## config.mk

```make
export PLATFORM = sky130hd
export DESIGN_NAME = rv_branch_predictor
export DESIGN_NICKNAME = d
export VERILOG_FILES = /design/src/rtl/rv_bp_pkg.sv /design/src/rtl/rv_bp_btb_array.sv /design/src/rtl/rv_branch_predictor.sv
export SDC_FILE = /design/constraint.sdc
export NUM_CORES = 1
export LEC_CHECK = 0
export CORE_MARGIN = 4
export CORE_UTILIZATION = 50
export DETAILED_ROUTE_END_ITERATION = 10
export GPL_ROUTABILITY_DRIVEN = 0
export PLACE_DENSITY = 0.69
export SYNTH_ARGS = -nofsm -noshare
export SYNTH_HDL_FRONTEND = slang
export SYNTH_HIERARCHICAL = 1
export SYNTH_SLANG_ARGS = --single-unit
```

## constraint.sdc

```tcl
create_clock -name clock -period 11.6 [get_ports clock]
set_input_delay 1.16 -clock clock [delete_from_list [all_inputs] [get_ports clock]]
set_output_delay 1.16 -clock clock [all_outputs]
set_load 0.01 [all_outputs]
```

## src/rtl/rv_bp_pkg.sv

```systemverilog
// Shared types and helpers for the RV32I fetch-stage branch predictor.
// Optional gshare indexing is selected in the top by RV_BP_GSHARE_EN.
package rv_bp_pkg;

    typedef enum logic [1:0] {
        SNT = 2'b00,
        WNT = 2'b01,
        WT  = 2'b10,
        ST  = 2'b11
    } ctr_e;

    localparam ctr_e CTR_RESET = WNT;

    // Two-bit saturating counter step; holds at SNT and ST instead of wrapping.
    function automatic ctr_e sat_update(input ctr_e ctr, input logic taken);
        ctr_e res;
        case (ctr)
            SNT:     res = taken ? WNT : SNT;
            WNT:     res = taken ? WT  : SNT;
            WT:      res = taken ? ST  : WNT;
            default: res = taken ? ST  : WT;
        endcase
        return res;
    endfunction

endpackage

```

## src/rtl/rv_bp_btb_array.sv

```systemverilog
// Direct-mapped BTB storage: tag/target/valid/is_jump with one lookup read port,
// a tag-match probe for the training side, one write port and bulk invalidate.
module rv_bp_btb_array
    import rv_bp_pkg::*;
#(
    parameter int XLEN    = 32,
    parameter int ENTRIES = 16,
    parameter int TAG_W   = 8,
    localparam int IDX_W  = $clog2(ENTRIES)
) (
    input  logic             clk_i,
    input  logic             rst_ni,
    input  logic [IDX_W-1:0] rd_idx_i,
    output logic             rd_valid_o,
    output logic [TAG_W-1:0] rd_tag_o,
    output logic [XLEN-1:0]  rd_target_o,
    output logic             rd_is_jump_o,
    input  logic [IDX_W-1:0] probe_idx_i,
    input  logic [TAG_W-1:0] probe_tag_i,
    output logic             probe_hit_o,
    input  logic             wr_en_i,
    input  logic [IDX_W-1:0] wr_idx_i,
    input  logic [TAG_W-1:0] wr_tag_i,
    input  logic [XLEN-1:0]  wr_target_i,
    input  logic             wr_is_jump_i,
    input  logic             inval_i
);

    logic [ENTRIES-1:0] valid_q;
    logic [ENTRIES-1:0] valid_d;
    logic [TAG_W-1:0]   tag_q    [ENTRIES];
    logic [XLEN-1:0]    target_q [ENTRIES];
    logic [ENTRIES-1:0] is_jump_q;

    assign rd_valid_o   = valid_q[rd_idx_i];
    assign rd_tag_o     = tag_q[rd_idx_i];
    assign rd_target_o  = target_q[rd_idx_i];
    assign rd_is_jump_o = is_jump_q[rd_idx_i];

    assign probe_hit_o = valid_q[probe_idx_i] & (tag_q[probe_idx_i] == probe_tag_i);

    // Invalidate beats a same-cycle write so a fence.i never leaves a fresh entry live.
    always_comb begin
        valid_d = valid_q;
        if (inval_i) begin
            valid_d = '0;
        end else if (wr_en_i) begin
            valid_d[wr_idx_i] = 1'b1;
        end
    end

    always_ff @(posedge clk_i or negedge rst_ni) begin
        if (!rst_ni) begin
            valid_q   <= '0;
            is_jump_q <= '0;
            for (int k = 0; k < ENTRIES; k++) begin
                tag_q[k]    <= '0;
                target_q[k] <= '0;
            end
        end else begin
            valid_q <= valid_d;
            if (wr_en_i) begin
                tag_q[wr_idx_i]     <= wr_tag_i;
                target_q[wr_idx_i]  <= wr_target_i;
                is_jump_q[wr_idx_i] <= wr_is_jump_i;
            end
        end
    end

endmodule

```

## src/rtl/rv_branch_predictor.sv

```systemverilog
// Fetch-stage dynamic branch predictor: direct-mapped BTB plus 2-bit direction counters,
// combinational lookup in F, resolution and training in E. RV_BP_GSHARE_EN enables gshare indexing.
module rv_branch_predictor
    import rv_bp_pkg::*;
#(
    parameter int XLEN    = 32,
    parameter int ENTRIES = 16,
    parameter int TAG_W   = 8,
    localparam int IDX_W  = $clog2(ENTRIES)
) (
    input  logic             clock,
    input  logic             reset,
    input  logic [XLEN-1:0]  pc_f,
    output logic             pred_taken_f,
    output logic [XLEN-1:0]  pred_target_f,
    output logic [IDX_W-1:0] pred_idx_f,
    input  logic             upd_valid_e,
    input  logic             upd_branch_e,
    input  logic             upd_jump_e,
    input  logic             upd_taken_e,
    input  logic [XLEN-1:0]  upd_target_e,
    input  logic [XLEN-1:0]  upd_pc_e,
    input  logic             upd_pred_taken_e,
    input  logic [XLEN-1:0]  upd_pred_target_e,
    input  logic [IDX_W-1:0] upd_pred_idx_e,
    input  logic             invalidate,
    output logic             mispredict_e,
    output logic [XLEN-1:0]  redirect_pc_e
);

    logic [IDX_W-1:0] f_idx;
    logic [TAG_W-1:0] f_tag;
    logic [IDX_W-1:0] e_idx;
    logic [TAG_W-1:0] e_tag;

    logic             rd_valid;
    logic [TAG_W-1:0] rd_tag;
    logic [XLEN-1:0]  rd_target;
    logic             rd_is_jump;
    logic             f_hit;
    logic             e_hit;

    logic             act;
    logic             btb_we;
    ctr_e             ctr_q [ENTRIES];
    ctr_e             ctr_d;
    logic             ctr_we;
    logic [1:0]       f_ctr;

    assign f_idx = pc_f[IDX_W+1:2];
    assign f_tag = pc_f[IDX_W+TAG_W+1:IDX_W+2];
    assign e_idx = upd_pc_e[IDX_W+1:2];
    assign e_tag = upd_pc_e[IDX_W+TAG_W+1:IDX_W+2];

    rv_bp_btb_array #(
        .XLEN    (XLEN),
        .ENTRIES (ENTRIES),
        .TAG_W   (TAG_W)
    ) u_btb (
        .clk_i        (clock),
        .rst_ni       (reset),
        .rd_idx_i     (f_idx),
        .rd_valid_o   (rd_valid),
        .rd_tag_o     (rd_tag),
        .rd_target_o  (rd_target),
        .rd_is_jump_o (rd_is_jump),
        .probe_idx_i  (e_idx),
        .probe_tag_i  (e_tag),
        .probe_hit_o  (e_hit),
        .wr_en_i      (btb_we),
        .wr_idx_i     (e_idx),
        .wr_tag_i     (e_tag),
        .wr_target_i  (upd_target_e),
        .wr_is_jump_i (upd_jump_e),
        .inval_i      (invalidate)
    );

`ifdef RV_BP_GSHARE_EN
    logic [IDX_W-1:0] ghr_q;
    logic [IDX_W-1:0] ghr_d;
    logic [IDX_W:0]   ghr_shift;

    // History advances only on resolved conditional branches; no repair on mispredict.
    always_comb begin
        ghr_shift = {ghr_q, upd_taken_e};
        ghr_d     = ghr_q;
        if (act && upd_branch_e) begin
            ghr_d = ghr_shift[IDX_W-1:0];
        end
    end

    always_ff @(posedge clock or negedge reset) begin
        if (!reset) begin
            ghr_q <= '0;
        end else begin
            ghr_q <= ghr_d;
        end
    end

    assign pred_idx_f = f_idx ^ ghr_q;
`else
    assign pred_idx_f = f_idx;
`endif

    // Direction counters are read through pred_idx_f; the BTB stays PC-indexed.
    assign f_hit         = rd_valid & (rd_tag == f_tag);
    assign f_ctr         = ctr_q[pred_idx_f];
    assign pred_taken_f  = f_hit & (rd_is_jump | f_ctr[1]);
    assign pred_target_f = pred_taken_f ? rd_target : pc_f + XLEN'(4);

    always_comb begin
        act           = upd_valid_e & (upd_branch_e | upd_jump_e);
        mispredict_e  = upd_valid_e &
                        ((upd_taken_e != upd_pred_taken_e) |
                         (upd_taken_e & (upd_target_e != upd_pred_target_e)));
        redirect_pc_e = upd_taken_e ? upd_target_e : upd_pc_e + XLEN'(4);
        btb_we        = act & (e_hit | upd_taken_e);
    end

    // A hit trains branches only; a taken miss seeds the counter (jumps strongly taken).
    always_comb begin
        ctr_we = 1'b0;
        ctr_d  = ctr_q[upd_pred_idx_e];
        if (act) begin
            if (e_hit) begin
                if (!upd_jump_e) begin
                    ctr_we = 1'b1;
                    ctr_d  = sat_update(ctr_q[upd_pred_idx_e], upd_taken_e);
                end
            end else if (upd_taken_e) begin
                ctr_we = 1'b1;
                ctr_d  = upd_jump_e ? ST : WT;
            end
        end
    end

    always_ff @(posedge clock or negedge reset) begin
        if (!reset) begin
            for (int k = 0; k < ENTRIES; k++) begin
                ctr_q[k] <= CTR_RESET;
            end
        end else if (ctr_we) begin
            ctr_q[upd_pred_idx_e] <= ctr_d;
        end
    end

endmodule

```

==> metrics.txt <==
critical-path cell list buf_8, buf_4, mux4_2, mux4_2, xor2_1, nor3_1, o2111ai_4, buf_4, a21oi_1, clkdlybuf4s50_1; Die X 274 um; Post-Synth Adder-Cell Area 0.000991; CTS sink cnt 704; area fraction in compound gates after synthesis 0.0241; post-synth net total 2588; final hold violations 0; ys async rst share 1.00; Post-Syn Instances 2446; outcome finished clean; largest area contributor in the netlist dfrtp_1; Vias per Instance 6.28; Critical Path Sink Type primary output; capture point of the worst reg-to-reg path u_btb/target_q[407]$_DFFE_PN0P_; die footprint 75100 um2; RSZ-0062 raised after global routing no; CTS resizes 0; pin count of the biggest net entering global routing 158; crit path kind input pin to primary output; total negative slack 0 ps; Cell Pwr Density 165 nW/um2; I/O Pins 210; IO Port Bufs 209; Initial DRC Count 1879; max_slew headroom 0.237; Synth Area in Simple Gates 0.0454; Post-Route WL 100000 um; dominant cells by area after synthesis dfrtp_1 49%, mux2_2 22%, mux4_2 15%; total grt overflow 0; reg-to-reg slack, setup 5820 ps; Tightest Pin Transition 1140 ps; mapped cell area 35400 um2; Ys Warns 6; Reg area 17600 um2; Finished Core Util 0.581; gr usage total 0.268; Post-Layout Cell Count 3572; Reg2Reg Depth 12; Worst Clk Skew 27.2 ps; Worst VDD drop 99.5 uV; Setup Fix Bufs, Post-CTS 0; Slew Limit Fails 0; Worst Path Arrival 6210 ps; first-pass GRT wire length 150000 um; Core ar. 70000 um2; fillers 5382; maximum clock path buffer count 3; Crit path largest cell delay 880 ps; Top FF cell, synth dfrtp_1; Seq/Total Area, Yosys 0.499; Distinct cells, synth 54; CTS Root Cell clkbuf_16; fin nets 2714; worst setup margin 4230 ps; dpl cells 3435; # hold bufs at CTS 0; Detail Placement HPWL 60600 um; Tcrit/Tclk final 0.635; clock tree from TritonCTS built; most frequent cells in the layout 688 x dfrtp_1, 678 x mux2_2, 241 x mux4_2; Antenna Nets Post-Route 0; Initial Util 0.505; crit path max fanout 60; most common cell after layout, fill and taps aside dfrtp_1; # setup viols final 0; FMAX 136 MHz; CTS Buf Count 75; htree depth 3; initial antenna violation count 4; Hold Path Depth 2; synthesis-stage register bit count 704; first-pass iteration count of the detailed router 8; Worst-Skew Late Latency 630 ps; hold path start ctr_q[28]$_DFFE_PN1P_; area delta synth->final 15.0%; worst hold path class flop to flop; EDFF count, synth 0; DR DRC count 0; Clk pin slew, worst setup/hold paths 60 ps; Hold EP ctr_q[28]$_DFFE_PN1P_; largest family of logic cells by synthesized area multiplexers; slowest cell on the critical path buf_4; DR vias 22439; top-area cell type share of the netlist area 0.487; area taken by multi-input logic gates 16900 um2; Syn Area/Cell 14.5 um2; Rows 97; Max Cap Viol 0; mux contribution to synthesized area 0.379; pre-CTS setup slack 4190 ps; WP data required 10440 ps; layout cells sized above 1 0.428; RR Startpoint u_btb/tag_q[103]$_DFFE_PN0P_; vias in the first global route 23901; drt wl/cell 28.0 um; Die Ht 274 um; XOR/XNOR share of the synthesized area 0.0260; LEAKAGE 17.6 nW; crit path launch type input pin; fin crit period 7370 ps
registers in the layout (all words and copies together), names as in the netlist:
signal	flops
ctr_q	32
u_btb/is_jump_q	16
u_btb/tag_q	128
u_btb/target_q	512
u_btb/valid_q	16
report_power, final:
part	internal, W	total [W]	switching (W)	leakage, nW
registers	0.00290	0.00314	0.000245	9.13
clock network	0.00139	0.00237	0.000983	1.20
logic	0.000719	0.00121	0.000493	7.24
worst max path at each step:
| stage | startpoint | end | slack, ps | cells after the start |
|---|---|---|---|---|
| floorplan | pc_f[2] | pred_target_f[22] | 5980 | 11 |
| global placement | pc_f[2] | pred_target_f[31] | 4200 | 10 |
| detailed placement | pc_f[2] | pred_target_f[31] | 4190 | 10 |
| global route | pc_f[2] | pred_target_f[31] | 3920 | 10 |
| finish | pc_f[2] | pred_target_f[31] | 4230 | 10 |
| CTS | pc_f[2] | pred_target_f[31] | 4180 | 10 |
kinds of logic (layout without fill, tap and decap cells):
group / count (synthesis) / count (layout)
AO/OA/AOI/OAI: 133 / 133
XOR/XNOR: 105 / 105
adder cells (fa/ha/maj): 3 / 3
buffers and inverters: 224 / 406
flip-flops: 704 / 704
multiplexers: 947 / 947
other: 0 / 4
AND/OR/NAND/NOR: 330 / 330
critical path: cells and delay by family:
kind,cells,cell delay (ps)
buffers and inverters,4,2510
and+or+nand+nor,1,330
AOI/OAI and AO/OA,2,750
xor gates and xnor gates,1,180
muxes,2,1080
Yosys cell counts (2+ instances only):
master and n:
or4_1 3, clkbuf_1 163, buf_6 2, ha_1 2, and3_1 19, o21ai_0 33
nand3b_1 3, dfstp_2 16, a221oi_1 4, nor2b_1 8, nand3_1 32, buf_1 13
nor3_1 21, buf_2 22, xor2_1 41, a22o_1 4, o211ai_1 3, nand2b_1 10
mux2i_1 24, a21oi_1 36, nor2_1 119, nor3b_1 2, nand4_1 29, o22ai_1 10
buf_4 8, nand2_1 54, nor4_1 12, a31oi_1 21, inv_1 16, mux4_1 4
a41oi_1 12, xnor2_1 64, dfrtp_1 688, and2_1 6, and4_1 6, mux4_2 241
mux2_2 678
cell type report:
type | count | area share
sequential | 704 | 0.434
clock inverter | 18 | 0.00452
inverter | 16 | 0.00148
antenna | 4 | 0.000246
multi-input combinational | 1518 | 0.416
clock buffer | 115 | 0.0554
tap | 940 | 0.0289
timing repair buffer | 257 | 0.0602
metal layers:
layer,GRT usage,up-vias,routed length (um)
met3,0.0587,199,7570
met2,0.432,847,47800
met4,0.0874,2,3330
met5,0,-,13
li1,-,9424,-
met1,0.367,11967,41500
through the flow:
stage	cell area, um2	power, W	hold WS, ps
6_report	40700	0.00672	499
5_1_grt	40700	0.00700	510
4_1_cts	40700	0.00677	501
3_5_place_dp	38200	0.00438	488
3_3_place_gp	38200	0.00431	481
2_1_floorplan	35400	0.00394	474
No activity file was read; power rests on OpenSTA's default activity.
